`config.mk`:
```
export PLATFORM = sky130hd
export DESIGN_NAME = note_judge
export DESIGN_NICKNAME = d
export VERILOG_FILES = /design/src/rtl/gh_pkg.sv /design/src/rtl/judge_scorer.sv /design/src/rtl/note_judge.sv
export SDC_FILE = /design/constraint.sdc
export NUM_CORES = 1
export LEC_CHECK = 0
export ABC_AREA = 1
export BUFFER_PORTS_ARGS = -buffer_cell sky130_fd_sc_hd__clkbuf_2
export CELL_PAD_IN_SITES_DETAIL_PLACEMENT = 0
export CELL_PAD_IN_SITES_GLOBAL_PLACEMENT = 1
export CORE_MARGIN = 1
export CORE_UTILIZATION = 35
export CTS_CLUSTER_DIAMETER = 50
export DETAILED_ROUTE_END_ITERATION = 10
export GPL_ROUTABILITY_DRIVEN = 0
export PLACE_DENSITY_LB_ADDON = 0.2
export SLEW_MARGIN = 20
export SYNTH_ARGS = -nofsm -noshare
export SYNTH_HDL_FRONTEND = slang
export SYNTH_HIERARCHICAL = 1
export SYNTH_SLANG_ARGS = --single-unit
```
`constraint.sdc`:
```
create_clock -name clk -period 2.5 [get_ports clk]
set_input_delay 0.5 -clock clk [delete_from_list [all_inputs] [get_ports clk]]
set_output_delay 0.5 -clock clk [all_outputs]
set_load 0.005 [all_outputs]
```
`src/rtl/gh_pkg.sv`:
```
// Shared definitions for the note pipeline (scheduler and judge).
// Lane count, judge FSM states, score/combo widths and the multiplier rule.
package gh_pkg;

    localparam int LANES      = 5;
    localparam int MULT_MAX   = 4;
    localparam int COMBO_STEP = 10;
    localparam int SCORE_W    = 16;
    localparam int COMBO_W    = 8;

    typedef enum logic {
        IDLE  = 1'b0,
        ARMED = 1'b1
    } judge_state_t;

    // One multiplier step per COMBO_STEP consecutive hits, capped at MULT_MAX.
    function automatic logic [2:0] mult_of(input logic [COMBO_W-1:0] combo);
        if (int'(combo) < COMBO_STEP) return 3'd1;
        else if (int'(combo) < 2 * COMBO_STEP) return 3'd2;
        else if (int'(combo) < 3 * COMBO_STEP) return 3'd3;
        else return 3'(MULT_MAX);
    endfunction

endpackage

```
`src/rtl/judge_scorer.sv`:
```
// Combo, multiplier and saturating score bookkeeping driven by judge hit/miss.
module judge_scorer
    import gh_pkg::*;
#(
    parameter int BASE_POINTS = 10
) (
    input  logic               clk,
    input  logic               resetn,
    input  logic               hit,
    input  logic               miss,
    output logic [SCORE_W-1:0] score,
    output logic [COMBO_W-1:0] combo,
    output logic [2:0]         multiplier
);

    logic [31:0]        sum;
    logic [COMBO_W-1:0] combo_nxt;

    // The points use the multiplier in force before this hit.
    always_comb begin
        sum       = 32'(score) + 32'(BASE_POINTS) * 32'(multiplier);
        combo_nxt = combo;
        if (hit) begin
            if (combo != '1) combo_nxt = combo + COMBO_W'(1);
        end else if (miss) begin
            combo_nxt = '0;
        end
    end

    always_ff @(posedge clk or negedge resetn) begin
        if (!resetn) begin
            score      <= '0;
            combo      <= '0;
            multiplier <= 3'd1;
        end else begin
            if (hit) score <= (|sum[31:SCORE_W]) ? '1 : sum[SCORE_W-1:0];
            combo      <= combo_nxt;
            multiplier <= mult_of(combo_nxt);
        end
    end

endmodule

```
`src/rtl/note_judge.sv`:
```
// Judges expected notes against fret/strum input inside a timing window.
// Define NOTE_JUDGE_OVERSTRUM_EN to count strum edges in IDLE as misses.
module note_judge
    import gh_pkg::*;
#(
    parameter int WINDOW      = 6578947,
    parameter int CNT_W       = 24,
    parameter int BASE_POINTS = 10
) (
    input  logic               clk,
    input  logic               resetn,
    input  logic               pause,
    input  logic [LANES-1:0]   exp_notes,
    input  logic [LANES-1:0]   frets,
    input  logic               strum,
    output logic               hit,
    output logic               miss,
    output logic [SCORE_W-1:0] score,
    output logic [COMBO_W-1:0] combo,
    output logic [2:0]         multiplier
);

    // The onset edge itself is the first accepted edge, so the counter value
    // sampled on the last accepted edge is WINDOW-2.
    localparam logic [CNT_W-1:0] LAST = CNT_W'(WINDOW - 2);

    judge_state_t     state, state_nxt;
    logic             strum_q;
    logic [LANES-1:0] prev_notes, target;
    logic [CNT_W-1:0] cnt;
    logic             strum_edge, onset, expire, match_new, match_old;
    logic             hit_nxt, miss_nxt;

    assign strum_edge = strum & ~strum_q;
    assign onset      = (exp_notes != '0) && (exp_notes != prev_notes);
    assign expire     = (cnt == LAST);
    assign match_new  = (frets == exp_notes);
    assign match_old  = (frets == target);

    always_ff @(posedge clk or negedge resetn) begin
        if (!resetn) state <= IDLE;
        else         state <= state_nxt;
    end

    always_comb begin
        state_nxt = state;
        if (!pause) begin
            case (state)
                IDLE:  if (onset && !strum_edge) state_nxt = ARMED;
                ARMED: begin
                    if (strum_edge)  state_nxt = IDLE;
                    else if (onset)  state_nxt = ARMED;
                    else if (expire) state_nxt = IDLE;
                end
                default: state_nxt = IDLE;
            endcase
        end
    end

    // A strum coinciding with an onset is judged against the new note only.
    always_comb begin
        hit_nxt  = 1'b0;
        miss_nxt = 1'b0;
        if (!pause) begin
            case (state)
                IDLE: begin
                    if (strum_edge && onset) begin
                        hit_nxt  = match_new;
                        miss_nxt = !match_new;
                    end
`ifdef NOTE_JUDGE_OVERSTRUM_EN
                    else if (strum_edge) begin
                        miss_nxt = 1'b1;
                    end
`endif
                end
                ARMED: begin
                    if (strum_edge) begin
                        hit_nxt  = onset ? match_new : match_old;
                        miss_nxt = onset ? !match_new : !match_old;
                    end else if (onset || expire) begin
                        miss_nxt = 1'b1;
                    end
                end
                default: ;
            endcase
        end
    end

    always_ff @(posedge clk or negedge resetn) begin
        if (!resetn) begin
            strum_q    <= 1'b0;
            prev_notes <= '0;
            target     <= '0;
            cnt        <= '0;
            hit        <= 1'b0;
            miss       <= 1'b0;
        end else begin
            strum_q    <= strum;
            prev_notes <= exp_notes;
            hit        <= hit_nxt;
            miss       <= miss_nxt;
            if (!pause && onset && !strum_edge) begin
                target <= exp_notes;
                cnt    <= '0;
            end else if (!pause && state == ARMED) begin
                cnt <= cnt + CNT_W'(1);
            end
        end
    end

    judge_scorer #(.BASE_POINTS(BASE_POINTS)) u_scorer (
        .clk        (clk),
        .resetn     (resetn),
        .hit        (hit_nxt),
        .miss       (miss_nxt),
        .score      (score),
        .combo      (combo),
        .multiplier (multiplier)
    );

endmodule

```
== Word level (Yosys, flattened, before mapping) ==
Cells that the tools add are included.
Storage, ports and cells
  register bits after elaboration: 65
  input bits: 14
  output and inout port bits: 29
  word-level logic and storage cells: 64
Operators by class
  add/subtract/negate cells: 3
  multipliers: 1
  order comparisons: 3
  equal/unequal tests: 5
  multiplexer cells: 25
  bitwise gates (word level): 3
  reduce and logical (&&, ||, !) cells: 14
Operator list (count)
  two-way mux 24 bit: 2
  adder 24 x 1 -> 24 bit, second input constant: 1
  equality test 24 x 23 -> 1 bit, second input constant: 1
  two-way mux 8 bit: 3
  adder 16 x 7 -> 17 bit: 1
  less-than comparator 8 x 5 -> 1 bit, second input constant: 2
  two-way mux 16 bit: 1
  OR reduction 16 bit: 1
  two-way mux 1 bit: 13
  equality test 5 bit: 2
  two-way mux 3 bit: 3
  adder 8 x 1 -> 8 bit, second input constant: 1
  less-than comparator 8 x 4 -> 1 bit, second input constant: 1
  != test 8 bit, second input constant: 1
  logical AND 1 bit: 6
  multiplier 3 x 3 -> 6 bit, first input constant: 1
  one-hot mux 1 bit (2 select lines): 3
  != test 5 bit: 1
  nonzero test 5 bit: 1
  zero test 1 bit: 4
  NOT 1 bit: 2
  nonzero test 2 bit: 1
  AND 1 bit: 1
  logical OR 1 bit: 1

== Logic depth before layout (Yosys ltp) ==
  depth in word-level cells: 13
  gate-level depth with buffers: 19
  depth with buffers taken out: 19

== Hierarchy ==
The synthesis kept the hierarchy.
Modules (own cells, without submodules)
  note_judge: instances 1, cells an instance 316, area each 2255.9 um^2, seq. area each 950.9 um^2
  judge_scorer: instances 1, cells an instance 255, area each 1859.3 um^2, seq. area each 676.9 um^2

== Worst setup path after synthesis ==
No wires, ideal clock.
  path type: in2reg
  from: input exp_notes[4]
  to: register u_scorer.multiplier[1]
  setup time: 114 ps
  arrival time: 2125 ps
  required time: 2386 ps
  slack: 261 ps
  cell stages on the path: 16
  buffers on the path: 2
  cell sequence: inv_2 > nand2_1 > nor4_1 > inv_1 > nand2_1 > nand2_1 > o22ai_1 > buf_4 > buf_2 > nand3_1 > nand2_1 > inv_1 > nand2_1 > inv_2 > nor2_2 > nor2_2
On the way
  elaborated cells on any way between the ends: 26
  those cells by class: 3 x order compare; 2 x eq/ne; 16 x mux; 5 x reduce/logical
RTL lines
  from (decl): line note_judge.sv:13  | input logic [LANES-1:0] exp_notes,
  != test 5 bit / nonzero test 5 bit (equally long branches): line note_judge.sv:35  | assign onset = (exp_notes != '0) && (exp_notes != prev_notes);
  logical AND 1 bit: line note_judge.sv:35
  two-way mux 1 bit / logical AND 1 bit (equally long branches): line note_judge.sv:79, note_judge.sv:67
  two-way mux 1 bit (on tied branches): line note_judge.sv:78, note_judge.sv:67
  one-hot mux 1 bit (2 select lines) *: line note_judge.sv:65  | case (state)
  two-way mux 1 bit *: line note_judge.sv:64  | if (!pause) begin
  net hit_nxt: line note_judge.sv:32  | logic hit_nxt, miss_nxt;
  two-way mux 8 bit *: line judge_scorer.sv:23  | if (hit) begin
  net u_scorer.combo_nxt[3]: line judge_scorer.sv:17  | logic [COMBO_W-1:0] combo_nxt;
  less-than comparator 8 x 5 -> 1 bit: line gh_pkg.sv:20  | else if (int'(combo) < 3 * COMBO_STEP) return 3'd3;
  two-way mux 3 bit: line gh_pkg.sv:20
  two-way mux 3 bit: line gh_pkg.sv:19  | else if (int'(combo) < 2 * COMBO_STEP) return 3'd2;
  two-way mux 3 bit *: line gh_pkg.sv:18  | if (int'(combo) < COMBO_STEP) return 3'd1;
  to (signal assigned): line judge_scorer.sv:38  | multiplier <= mult_of(combo_nxt);
  to (decl): line judge_scorer.sv:13  | output logic [2:0] multiplier
Mark *: on every way through the listed nets, which the timed path passes. The rest lies on a longest branch.
A chain may end at the register's enable or synchronous reset.

== Worst setup path in the final report ==
  from: register u_scorer.multiplier[2]
  to: register u_scorer.score[1]
On the way
  word-level cells in the longest chain between the ends: 4
RTL lines
  multiplier 3 x 3 -> 6 bit: line judge_scorer.sv:21  | sum = 32'(score) + 32'(BASE_POINTS) * 32'(multiplier);
  adder 16 x 7 -> 17 bit: line judge_scorer.sv:21
  OR reduction 16 bit: line judge_scorer.sv:36  | if (hit) score <= (|sum[31:SCORE_W]) ? '1 : sum[SCORE_W-1:0];
  two-way mux 16 bit: line judge_scorer.sv:36
  to (signal assigned): line judge_scorer.sv:36
  to (decl): line judge_scorer.sv:11  | output logic [SCORE_W-1:0] score,
No other way between the ends.

==> flow_summary.yaml <==
yosys:
  muxShareOfSynthArea_pct: 0
  synth-warning-count: 6
  ys_top_cells_by_count: "nand2_1, inv_1, dfrtp_1"
  yosys.area.top_type: "dfrtp_1"
  post_syn_area_per_cell_um2: 7.21
  yosysTopAreaCellShare_pct: 38.9
  syn_area_mm2: 0.00412
  synth-compound-area-share_pct: 5.11
  synth_cells: 571
  synthAdderAreaFrac_pct: 4.13
  synth-edff-count: 0
  post_synth_main_area_contributors: "dfrtp_1, nand2_1, inv_1"
  synth.distinct_cells: 39
  synth.ff_latch_count: 65
  synth_most_common_cell: "nand2_1"
  ys_seq_area_share_pct: 39.6
  largest_family_of_logic_cells_by_synthesized_area: "simple AND/OR/NAND/NOR gates"
  yosys.area_share.simple_pct: 38.9
  synth_ff_type: "dfrtp_1"
  mappedNetlistNets: 598
  postSynth.asyncResetShare_pct: 100
  synth_area_in_xor_xnor_pct: 3.41
power:
  share_clk_of_total_power_pct: 45.7
  power_switching_w: 0.000715
  switching_share_pct: 25.6
  max-vdd-ir-drop_mv: 0.316
  p_leak_nw: 2.58
  powerDensity_mw_per_mm2: 569
  power.internal_w: 0.00208
  part_of_the_total_power_dissipated_in_combinational_logic_pct: 13.1
  pwr-share-seq_pct: 41.2
placement:
  dpl-instance-area_mm2: 0.00459
  hpwlAfterDp_mm: 7.13
  io_buffers: 42
  place_worst_setup_slack_ns: -0.0637
layout:
  post_route_cells_drive_above_1_share_pct: 19.8
  nFillCells: 1223
  design_area_mm2: 0.00491
  area_delta_synth_final_pct: 19.3
  n_diodes: 0
  final_net_count: 658
  fin_util_pct: 43.0
critical_path:
  critical-path-top-cell-by-count: "ha_1"
  critPathKind: "reg -> reg"
  timing.critical_path.arrival_ns: 2.69
  worst-path-buf-inv: 0
  worst_path_largest_cell_delay_ns: 0.41
  cp_data_required_time_ns: 2.76
  critical_path.top_delay_family: "adder cells"
  critical_path.cell_chain: "ha_1 -> ha_1 -> ha_1 -> ha_1 -> nand2_1 -> a21oi_1 -> a21oi_2 -> a21boi_2 -> nand2_1 -> a21oi_1"
  crit_path_top_delay_cell: "dfrtp_1"
  critical_path_peak_fanout: 5
  startpoint_type: "flip-flop"
  flop_to_flop_setup_slack_ns: 0.07
  cp-end-kind: "flip-flop"
grt:
  globalRoute.totalOverflow: 0
  grt_antenna_before_repair: 0
  grt_first_pass_wirelength_mm: 16.9
  global_route.usage.total_pct: 17.2
  first_global_vias: 3607
  grt_max_degree: 66
cts:
  tritoncts: "yes"
  cts-buffers-inserted: 9
  insertion_delay_ns: 0.34
  clock-root-buffer: "clkbuf_16"
  clk_transition_reported_paths_ns: 0.05
  cts.repair_timing.setup_buffer_count: 0
  h_tree_levels: 3
  cts-root-to-sink-buffers: 2
  clock_sinks: 65
timing:
  final_max_slew_viol_count: 0
  period_minus_slack_ns: 2.43
  achievable-frequency_mhz: 411
  grt_setup_unrepaired: "true"
  final-setup-viol-count: 0
  relSlewSlack_pct: 70.6
  timing.final.hold_violations: 0
  min_period_over_period_pct: 97.2
  fin_setup_tns_ns: 0
  worst_slack_ns: 0.0688
  fin_worst_skew_ns: 0.00497
  tightest_pin_transition_ns: 0.438
flow_run:
  cap_viol_max_count: 0
route:
  drt-vias-per-instance: 4.72
  wire_per_inst_um: 12.4
  ant_nets: 0
  drcViolationCount: 0
  first_iter_violations: 148
  wirelength_mm: 9.66
  dr_total_vias: 3676
  router_iterations_before_antenna_repair: 4
floorplan:
  fp.dieArea_mm2: 0.0122
  die_w_um: 110
  io_pins: 43
  placeableCoreArea_mm2: 0.0114
  die_h_um: 110
  std_cell_rows: 39
  initial_core_util_pct: 36.0
run_status:
  outcome: "finished clean"
hold_path:
  hp-class: "in -> async"
-- through the flow --
stage,cells,total power (W),hold slack [ns]
2_1_floorplan,571,0.00140,0.204
3_3_place_gp,763,0.00153,0.445
3_5_place_dp,763,0.00154,0.449
4_1_cts,779,0.00285,0.191
5_1_grt,779,0.00296,0.207
6_report,779,0.00279,0.182
-- per-layer routing --
layer	routed length [µm]	GRT usage (%)	vias up
li1	-	-	1913
met1	4780	22.2	1691
met2	4360	27.5	56
met3	333	3.73	16
met4	192	7.64	0
met5	0	0	-
-- timing repair --
item | in CTS | in global routing
gates resized for setup | 0 | 5
hold buffers | 0 | 0
setup endpoints to repair | 0 | 15
-- worst register-to-register path, cell delays in order (launching register included) --
cell and delay, ns:
dfrtp_1 0.41, ha_1 0.20, ha_1 0.18, ha_1 0.28
ha_1 0.34, nand2_1 0.09, a21oi_1 0.18, a21oi_2 0.07
a21boi_2 0.29, nand2_1 0.17, a21oi_1 0.15
-- cell usage in the layout (no fill, tap or decap), types with 8 or more instances in the layout --
cell type and count:
a21oi_1 11, nand2_2 8, buf_4 13, nor2_2 9, clkbuf_16 9, ha_1 12
inv_1 71, dfrtp_1 64, clkbuf_2 41, nand3_1 50, o21ai_0 14, xnor2_1 9
nand2_1 175, inv_2 9, nor2_1 60, or2_2 8
-- path summary, 6_finish.rpt --
kind                                             start                endpoint  depth (start not counted)
worst max register to register  u_scorer/multiplier[2]       u_scorer/score[1]                         10
worst min-delay path                            resetn                 cnt[14]                          2
worst min register to register       u_scorer/score[0]       u_scorer/score[0]                          2
min in group clk                                 strum                 strum_q                          1
worst max-delay path            u_scorer/multiplier[2]       u_scorer/score[1]                         10
max in group asynchronous                       resetn  u_scorer/multiplier[0]                          2
-- kinds of logic (layout without fill, tap and decap cells) --
logic type,count (synthesis),count (layout)
AND/OR/NAND/NOR,349,349
buffers and inverters,89,154
flip-flops,65,65
AO/OA/AOI/OAI,39,39
XOR/XNOR,16,16
adder cells (fa/ha/maj),13,13
-- power by group through the flow --
| stage | registers, W | clock network [W] | logic, W |
|---|---|---|---|
| finish | 0.00115 | 0.00128 | 0.000367 |
| global route | 0.00116 | 0.00137 | 0.000430 |
| CTS | 0.00115 | 0.00132 | 0.000372 |
| detailed placement | 0.00117 | 0 | 0.000370 |
| global placement | 0.00117 | 0 | 0.000367 |
| floorplan | 0.00116 | 0 | 0.000238 |
-- registers in the layout, summed over array words and instances, names as in the netlist --
name                 cells
hit                      1
u_scorer/score          16
prev_notes               5
u_scorer/multiplier      3
cnt                     24
miss                     1
u_scorer/combo           8
target                   5
strum_q                  1
state                    1
-- area by class of cell --
type,count,area [µm²],share of cell area (%)
well taps,143,179,3.64
clock inverters,3,40.0,0.815
repair buffers,57,348,7.08
inverters,81,307,6.24
flip-flops and latches,65,1630,33.2
clock buffers,13,260,5.30
multi-input cells,417,2150,43.8
Power figures use the tool's default switching activity.
